--- config.mk ---
export PLATFORM = sky130hd
export DESIGN_NAME = rab_lookup_arbiter
export DESIGN_NICKNAME = d
export VERILOG_FILES = /design/src/rtl/rab_lookup_arbiter.sv
export SDC_FILE = /design/constraint.sdc
export NUM_CORES = 1
export LEC_CHECK = 0
export BUFFER_PORTS_ARGS = -buffer_cell sky130_fd_sc_hd__buf_2
export CAP_MARGIN = 20
export CORE_AREA = 2 2 167 169
export CTS_BUF_LIST = sky130_fd_sc_hd__clkbuf_4
export DETAILED_ROUTE_END_ITERATION = 7
export DIE_AREA = 0 0 169 171
export PLACE_DENSITY = 0.83
export SLEW_MARGIN = 20
export SYNTH_ARGS = -nofsm -noshare
export SYNTH_HDL_FRONTEND = slang
export SYNTH_SLANG_ARGS = --single-unit
--- constraint.sdc ---
create_clock -name s_axi_aclk -period 5.7 [get_ports s_axi_aclk]
set_clock_uncertainty 0.05 [all_clocks]
set_input_delay 0.285 -clock s_axi_aclk [delete_from_list [all_inputs] [get_ports s_axi_aclk]]
set_output_delay 0.285 -clock s_axi_aclk [all_outputs]
set_load 0.01 [all_outputs]
--- src/rtl/rab_lookup_arbiter.sv ---
// rab_lookup_arbiter: round-robin share of one RAB slice lookup engine.
// Ports: s_axi_aclk/s_axi_aresetn; req_* requester side (valid, addr,
// len, size, type, id, sent -> accept, drop, out_addr); lk_* shared
// lookup engine; int_*/miss_addr/miss_id fault report; busy.
module rab_lookup_arbiter #(
  parameter int N_REQ          = 4,
  parameter int RAB_ENTRIES    = 16,
  parameter int C_AXI_ID_WIDTH = 8,
  parameter int LOOKUP_CYCLES  = 1,
  parameter int REQ_IDX_W      = 2
) (
  input  logic                          s_axi_aclk,
  input  logic                          s_axi_aresetn,
  input  logic [N_REQ-1:0]              req_valid,
  input  logic [N_REQ*32-1:0]           req_addr,
  input  logic [N_REQ*8-1:0]            req_len,
  input  logic [N_REQ*3-1:0]            req_size,
  input  logic [N_REQ-1:0]              req_type,
  input  logic [N_REQ*C_AXI_ID_WIDTH-1:0] req_id,
  input  logic [N_REQ-1:0]              req_sent,
  output logic [N_REQ-1:0]              req_accept,
  output logic [N_REQ-1:0]              req_drop,
  output logic [31:0]                   req_out_addr,
  output logic [31:0]                   lk_addr_min,
  output logic [31:0]                   lk_addr_max,
  output logic                          lk_rw,
  input  logic [RAB_ENTRIES-1:0]        lk_hit,
  input  logic [RAB_ENTRIES-1:0]        lk_prot,
  input  logic                          lk_multi,
  input  logic [31:0]                   lk_out_addr,
  output logic                          int_miss,
  output logic                          int_prot,
  output logic                          int_multi,
  output logic [31:0]                   miss_addr,
  output logic [REQ_IDX_W+C_AXI_ID_WIDTH-1:0] miss_id,
  output logic                          busy
);

  localparam int IW = C_AXI_ID_WIDTH;

  localparam logic [1:0] IDLE      = 2'd0;
  localparam logic [1:0] LOOKUP    = 2'd1;
  localparam logic [1:0] RESP      = 2'd2;
  localparam logic [1:0] WAIT_SENT = 2'd3;

  localparam logic [1:0] CNT_INIT = 2'(LOOKUP_CYCLES - 1);

  logic [1:0]           state;
  logic [1:0]           cnt;
  logic [REQ_IDX_W-1:0] ptr;
  logic [REQ_IDX_W-1:0] g_q;
  logic [31:0]          addr_q;
  logic [31:0]          max_q;
  logic                 type_q;
  logic [IW-1:0]        id_q;
  logic                 acc_q;

  logic [REQ_IDX_W-1:0] gnt;
  logic [REQ_IDX_W-1:0] ptr_nxt;
  logic                 gnt_vld;
  logic [31:0]          sel_addr;
  logic [31:0]          sel_max;
  logic [7:0]           sel_len;
  logic [2:0]           sel_size;
  logic [15:0]          nbytes;
  logic [N_REQ-1:0]     g_oh;

  logic hit_any;
  logic ok_any;
  logic wrap;
  logic d_multi;
  logic d_miss;
  logic d_prot;
  logic d_acc;

  // Scan from the highest offset down so the lowest offset
  // from ptr (first set bit at/after ptr) wins.
  always_comb begin
    gnt     = '0;
    gnt_vld = 1'b0;
    for (int i = N_REQ - 1; i >= 0; i--) begin : scan
      int k;
      k = int'(ptr) + i;
      if (k >= N_REQ) k = k - N_REQ;
      if (req_valid[k]) begin
        gnt     = REQ_IDX_W'(k);
        gnt_vld = 1'b1;
      end
    end
  end

  assign ptr_nxt  = (gnt == REQ_IDX_W'(N_REQ - 1)) ?
                    '0 : gnt + 1'b1;
  assign sel_addr = req_addr[gnt*32 +: 32];
  assign sel_len  = req_len[gnt*8 +: 8];
  assign sel_size = req_size[gnt*3 +: 3];
  // Burst byte count is deliberately truncated to 16 bits.
  assign nbytes   = (16'(sel_len) + 16'd1) << sel_size;
  assign sel_max  = sel_addr + 32'(nbytes) - 32'd1;

  assign g_oh = {{(N_REQ-1){1'b0}}, 1'b1} << g_q;

  assign hit_any = |lk_hit;
  assign ok_any  = |(lk_hit & lk_prot);
  assign wrap    = max_q < addr_q;
  assign d_multi = lk_multi;
  assign d_miss  = !lk_multi && (!hit_any || wrap);
  assign d_prot  = !lk_multi && hit_any && !wrap && !ok_any;
  assign d_acc   = !lk_multi && hit_any && !wrap && ok_any;

  assign lk_addr_min = (state == LOOKUP) ? addr_q : '0;
  assign lk_addr_max = (state == LOOKUP) ? max_q : '0;
  assign lk_rw       = (state == LOOKUP) && type_q;
  assign busy        = state != IDLE;

  always_ff @(posedge s_axi_aclk or negedge s_axi_aresetn) begin
    if (!s_axi_aresetn) begin
      state        <= IDLE;
      cnt          <= '0;
      ptr          <= '0;
      g_q          <= '0;
      addr_q       <= '0;
      max_q        <= '0;
      type_q       <= 1'b0;
      id_q         <= '0;
      acc_q        <= 1'b0;
      req_accept   <= '0;
      req_drop     <= '0;
      req_out_addr <= '0;
      int_miss     <= 1'b0;
      int_prot     <= 1'b0;
      int_multi    <= 1'b0;
      miss_addr    <= '0;
      miss_id      <= '0;
    end else begin
      req_accept <= '0;
      req_drop   <= '0;
      int_miss   <= 1'b0;
      int_prot   <= 1'b0;
      int_multi  <= 1'b0;
      unique case (state)
        IDLE: begin
          if (gnt_vld) begin
            g_q    <= gnt;
            addr_q <= sel_addr;
            max_q  <= sel_max;
            type_q <= req_type[gnt];
            id_q   <= req_id[gnt*IW +: IW];
            ptr    <= ptr_nxt;
            cnt    <= CNT_INIT;
            state  <= LOOKUP;
          end
        end
        LOOKUP: begin
          if (!req_valid[g_q]) begin
            state <= IDLE;
          end else if (cnt != 2'd0) begin
            cnt <= cnt - 2'd1;
          end else begin
            state     <= RESP;
            acc_q     <= d_acc;
            int_multi <= d_multi;
            int_miss  <= d_miss;
            int_prot  <= d_prot;
            if (d_acc) begin
              req_accept   <= g_oh;
              req_out_addr <= lk_out_addr;
            end else begin
              req_drop  <= g_oh;
              miss_addr <= addr_q;
              miss_id   <= {g_q, id_q};
            end
          end
        end
        RESP: begin
          state <= acc_q ? WAIT_SENT : IDLE;
        end
        WAIT_SENT: begin
          if (req_sent[g_q]) begin
            state        <= IDLE;
            req_out_addr <= '0;
          end
        end
        default: state <= IDLE;
      endcase
    end
  end

endmodule
# Word level (Yosys, flattened, before mapping)
# Index checks and enable logic that the tools add are counted.
[totals]
reg_bits = 167
in_bits = 283
out_inout_bits = 151
word_cells = 150
[classes]
n_addsub = 12
n_mul = 1
order_cmp = 11
n_eq_ne = 11
n_shift = 6
muxes = 65
bitwise = 3
reduce_logical = 24
[ops]
columns = ["cell", "count"]
rows = [
  ["$mux 32", 10],
  ["$lt 32x4->1 const B", 4],
  ["$shiftx 128x8->32", 1],
  ["$pmux 32 s2", 1],
  ["$shiftx 32x6->8", 2],
  ["$add 32x16->32", 1],
  ["$lt 32x32->1", 1],
  ["$mux 4", 8],
  ["$reduce_or 16->1", 2],
  ["$sub 32x1->32 const B", 1],
  ["$mux 2", 13],
  ["$mux 1", 24],
  ["$and 16x16->16", 1],
  ["$shl 9x3->16", 1],
  ["$bmux 1 s2", 7],
  ["$shiftx 12x5->3", 1],
  ["$sub 3x3->4 const B", 3],
  ["$add 8x1->9 const B", 1],
  ["$ge 3x3->1 const B", 3],
  ["$ne 2x2->1 const B", 4],
  ["$pmux 2 s4", 1],
  ["$reduce_and 4->1", 2],
  ["$reduce_bool 2->1", 4],
  ["$add 2x2->3 const B", 2],
  ["21 further kinds", 35],
]

# Longest topological paths before layout
[depth]
depth_word = 15
depth_mapped = 23
mapped_depth_nobuf = 21

# Least setup slack after synthesis
# Ideal clock, no wire load.
[synth_timing]
path_kind = "reg2reg"
from = "register ptr[1]"
to = "register max_q[31]"
setup_time_ps = 126
arrival_time_ps = 5075
required_ps = 5524
setup_slack_ps = 449
path_stages_with_launch = 22
path_buffers = 3
period_less_slack_ps = 5251
path_cell_list = "dfrtp_1 -> buf_6 -> mux2_4 -> o221ai_4 -> buf_12 -> mux2i_1 -> mux2i_4 -> ha_1 -> clkbuf_1 -> o32a_1 -> nand4_1 -> o221ai_1 -> ha_1 -> inv_1 -> ha_1 -> a2111o_1 -> o211ai_1 -> a31oi_1 -> nor4bb_1 -> nor2_1 -> a41o_1 -> o32a_1"
[synth_between]
elab_chain_len = 15
word_cells_on_any_way = 44
classes_between = "add/sub (10); mul (1); order compare (4); shift (4); mux (24); reduce/logical (1)"
[synth_lines]
columns = ["item", "line", "text"]
rows = [
  ["start: declaration", "50", "logic [REQ_IDX_W-1:0] ptr;"],
  ["start signal: assignment", "149", "ptr <= ptr_nxt;"],
  ["$add 2x2->3", "83", "k = int'(ptr) + i;"],
  ["$sub 3x3->4 or $ge 3x3->1 (tied branches)", "84", "if (k >= N_REQ) k = k - N_REQ;"],
  ["$mux 32", "84", ""],
  ["$bmux 1 s2", "85", "if (req_valid[k]) begin"],
  ["$mux 1 (implied by the code) (2 in a row)", "85", ""],
  ["$mux 2 (4 in a row)", "85", ""],
  ["$shiftx 32x6->8 or $mul 2x2->4 (tied branches)", "95, 96", ""],
  ["$add 8x1->9 or $shiftx 12x5->3 (tied branches)", "98, 96", ""],
  ["$shl 9x3->16", "98", "assign nbytes = (16'(sel_len) + 16'd1) << sel_size;"],
  ["$add 32x16->32", "99", "assign sel_max = sel_addr + 32'(nbytes) - 32'd1;"],
  ["$sub 32x1->32", "99", ""],
  ["end signal: assignment", "146", "max_q <= sel_max;"],
  ["end: declaration", "53", "logic [31:0] max_q;"],
]
# Several ways; a longest one is shown, not always the timed one. The select of a mux whose other input is x is not followed.
# A chain may end at the register's enable or synchronous reset.

# Worst setup path in the final report
# Same ends and word-level chain as after synthesis.

==> results.yml <==
clocking:
  clk_path_buf_depth: 2
  worstSkewPairLatency_ns: 0.58
  clock-root-buffer: "clkbuf_4"
  path_clk_slew_ns: 0.17
  cts_max_level: 4
  clock-sinks: 167
  cts_tree: "done"
  numCtsBuffers: 17
grt:
  gr-usage-met2_pct: 51.75
  grt_pass1_vias: 11777
  grt-ovfl-total: 0
  use_met3_pct: 5.505
  antenna_found_initial: 9
  grt_start_max_net_pins: 116
  grt_usage_pct: 28.79
  met1_usage_pct: 32.86
  grt_pass1_wl_mm: 64.18
  top_usage_layer: "met2"
cells_and_area:
  fillers: 2483
  final_common_cell: "buf_2"
  postLayoutCellArea_mm2: 0.01540
  seq_area_mm2: 0.004180
  fin_nets: 2147
  multi_input_area_mm2: 0.007151
  drive_above_1_share_pct: 34.84
  final_cell_mix: "buf_2 (432), nand2_1 (183), dfrtp_1 (166)"
  area_growth_pct: 29.69
power_and_ir_drop:
  totalPowerFinal_w: 0.01035
  leakage_nw: 7.877
  ir_drop_uv: 318.0
  powerDensity_mw_per_mm2: 671.7
synth:
  synthTopCellsByArea: "dfrtp_1 (35%), ha_1 (8.3%), mux2_2 (6.0%)"
  synth_flop_cell: "dfrtp_1"
  avgSynthCellArea_um2: 9.031
  synthCells: 1315
  yosys.area.top_type: "dfrtp_1"
  seq_area_frac_synth_pct: 35.19
  synth_fp_nets: 1678
  synth_seq_cells: 167
  synth_top_area_share_pct: 35.19
  async_reset_ff_share_pct: 100.0
  ys_warn_count: 0
  synth-edff-count: 0
  syn-cell-area_mm2: 0.01188
  ys_types: 78
setup_path:
  worstRegToRegCells: 20
  rrSetupSlack_ns: 0.21
  endpoint_kind: "flip-flop"
  crit_start: "ptr[1]"
  timing.rr.start: "ptr[1]"
  start_kind: "flip-flop"
  worstPathMaxFanout: 13
  crit_end: "max_q[31]"
  worstPathArrival_ns: 5.89
  worst-setup-path-type: "reg2reg"
  critPathRequiredTime_ns: 6.11
  reg2reg_to: "max_q[31]"
timing:
  worst_slew_pin_slew_ns: 1.057
  whs_ns: 0.04075
  finalCritPeriodShare_pct: 96.27
  hold_violations: 0
  final-setup-viol-count: 0
  min_period_ns: 5.487
  drv_slew: 0
  setup_ws_ns: 0.2129
  final.setup.tns_ns: 0
  fmax_mhz: 182.2
  maxSlewHeadroom_pct: 29.57
floorplan:
  design.die.area_mm2: 0.02890
  dieHeight_um: 171
  coreArea_mm2: 0.02732
  start_util_pct: 43.46
  io_pins: 434
  die_width_um: 169
  fp-row-count: 61
routing:
  num_vias: 12065
  first_pass_iters: 5
  wl_per_cell_um: 20.04
  drc: 0
  wl_mm: 43.11
  drtAntennaViolNets: 0
  dr.first_iter.drc_count: 763
  viasPerCell: 5.609
hold_path:
  min_path_cells: 3
  hold_class: "in2reg"
place:
  dp_hpwl_mm: 32.54
  dpl_cell_area_mm2: 0.01446
  place_congestion: 0.9207
  portBuffers: 433
  post-place-ws_ns: -0.08529
job:
  drv_cap: 0
outcome:
  status: "complete, no violations"
cell families (layout without fill, tap and decap cells):
family | Yosys count | after routing | synth area share (%)
AOI/OAI and AO/OA | 330 | 330 | 19.09
xor gates and xnor gates | 25 | 25 | 1.844
adders and majority gates | 80 | 80 | 8.492
buffers and inverters | 167 | 649 | 5.879
DFF | 167 | 167 | 35.19
muxes | 129 | 129 | 12.53
other | 0 | 8 | 0
and+or+nand+nor | 417 | 417 | 16.97
what timing repair did:
item | in CTS | in global routing
buffers inserted | 0 | 11
hold buffers | 44 | 0
pin swaps | 0 | 3
setup endpoints to repair | 1 | 9
hold endpoints to repair | 130 | 0
gates resized for setup | 4 | 19
critical path, stage by stage (launching register included):
cell and delay, ns:
dfrtp_2 0.50, mux2_4 0.33, o221ai_4 0.22, buf_12 0.20, buf_6 0.19, mux2i_2 0.10, mux2i_4 0.29, nand3_1 0.21
o211a_1 0.31, o32ai_2 0.29, a21oi_1 0.12, ha_1 0.28, inv_1 0.04, ha_1 0.24, a2111o_1 0.44, o211ai_1 0.33
a31oi_2 0.17, nor4bb_2 0.36, nor2_1 0.15, a41o_1 0.23, o32a_1 0.28
how the worst min path moves through the flow:
stage	slack, ns	endpoint	from
2_1_floorplan	-0.06	acc_q	s_axi_aresetn
3_3_place_gp	0.38	req_out_addr[21]	s_axi_aresetn
3_5_place_dp	0.39	req_out_addr[21]	s_axi_aresetn
4_1_cts	0.006	id_q[5]	req_id[13]
5_1_grt	0.007	id_q[6]	req_id[6]
6_report	0.04	id_q[5]	req_id[13]
state kept, by name, indices dropped and copies added, names as in the netlist:
name          flops
addr_q           32
max_q            32
miss_addr        32
req_out_addr     32
miss_id          10
id_q              8
req_accept        4
req_drop          4
cnt               2
g_q               2
ptr               2
state             2
acc_q             1
int_miss          1
int_multi         1
int_prot          1
type_q            1
synthesized netlist by cell type (all sizes together), types with 35 or more instances:
cell,instances
and2,62
mux2,68
mux2i,59
dfrtp,167
o21ai,94
nor3,47
nor2,41
clkbuf,47
a211oi,35
ha,79
inv,96
nand2,184
a21oi,43
routing by layer:
layer,up-vias,routed length (um)
met5,-,13
met3,90,2843
met1,5722,16610
met2,583,21890
li1,5668,-
met4,2,1740
through the flow:
stage          std cells  utilization, %
2_1_floorplan       1315               -
3_3_place_gp        2056           52.92
3_5_place_dp        2056           52.92
4_1_cts             2132           55.61
5_1_grt             2151           56.37
6_report            2151           56.37
area by class of cell:
type	count	area share [%]
antenna	8	0.1300
clock inverter	15	0.9911
inverter	96	2.340
tap	346	2.811
clock buffer	17	0.8287
sequential	167	27.14
multi-input combinational	981	46.43
timing repair buffer	521	19.33
power breakdown:
group          internal, W  switching (W)
clock             0.000203       0.000517
sequential         0.00174       0.000399
combinational      0.00310        0.00439
Note: power is estimated with default switching activity, not from simulation.
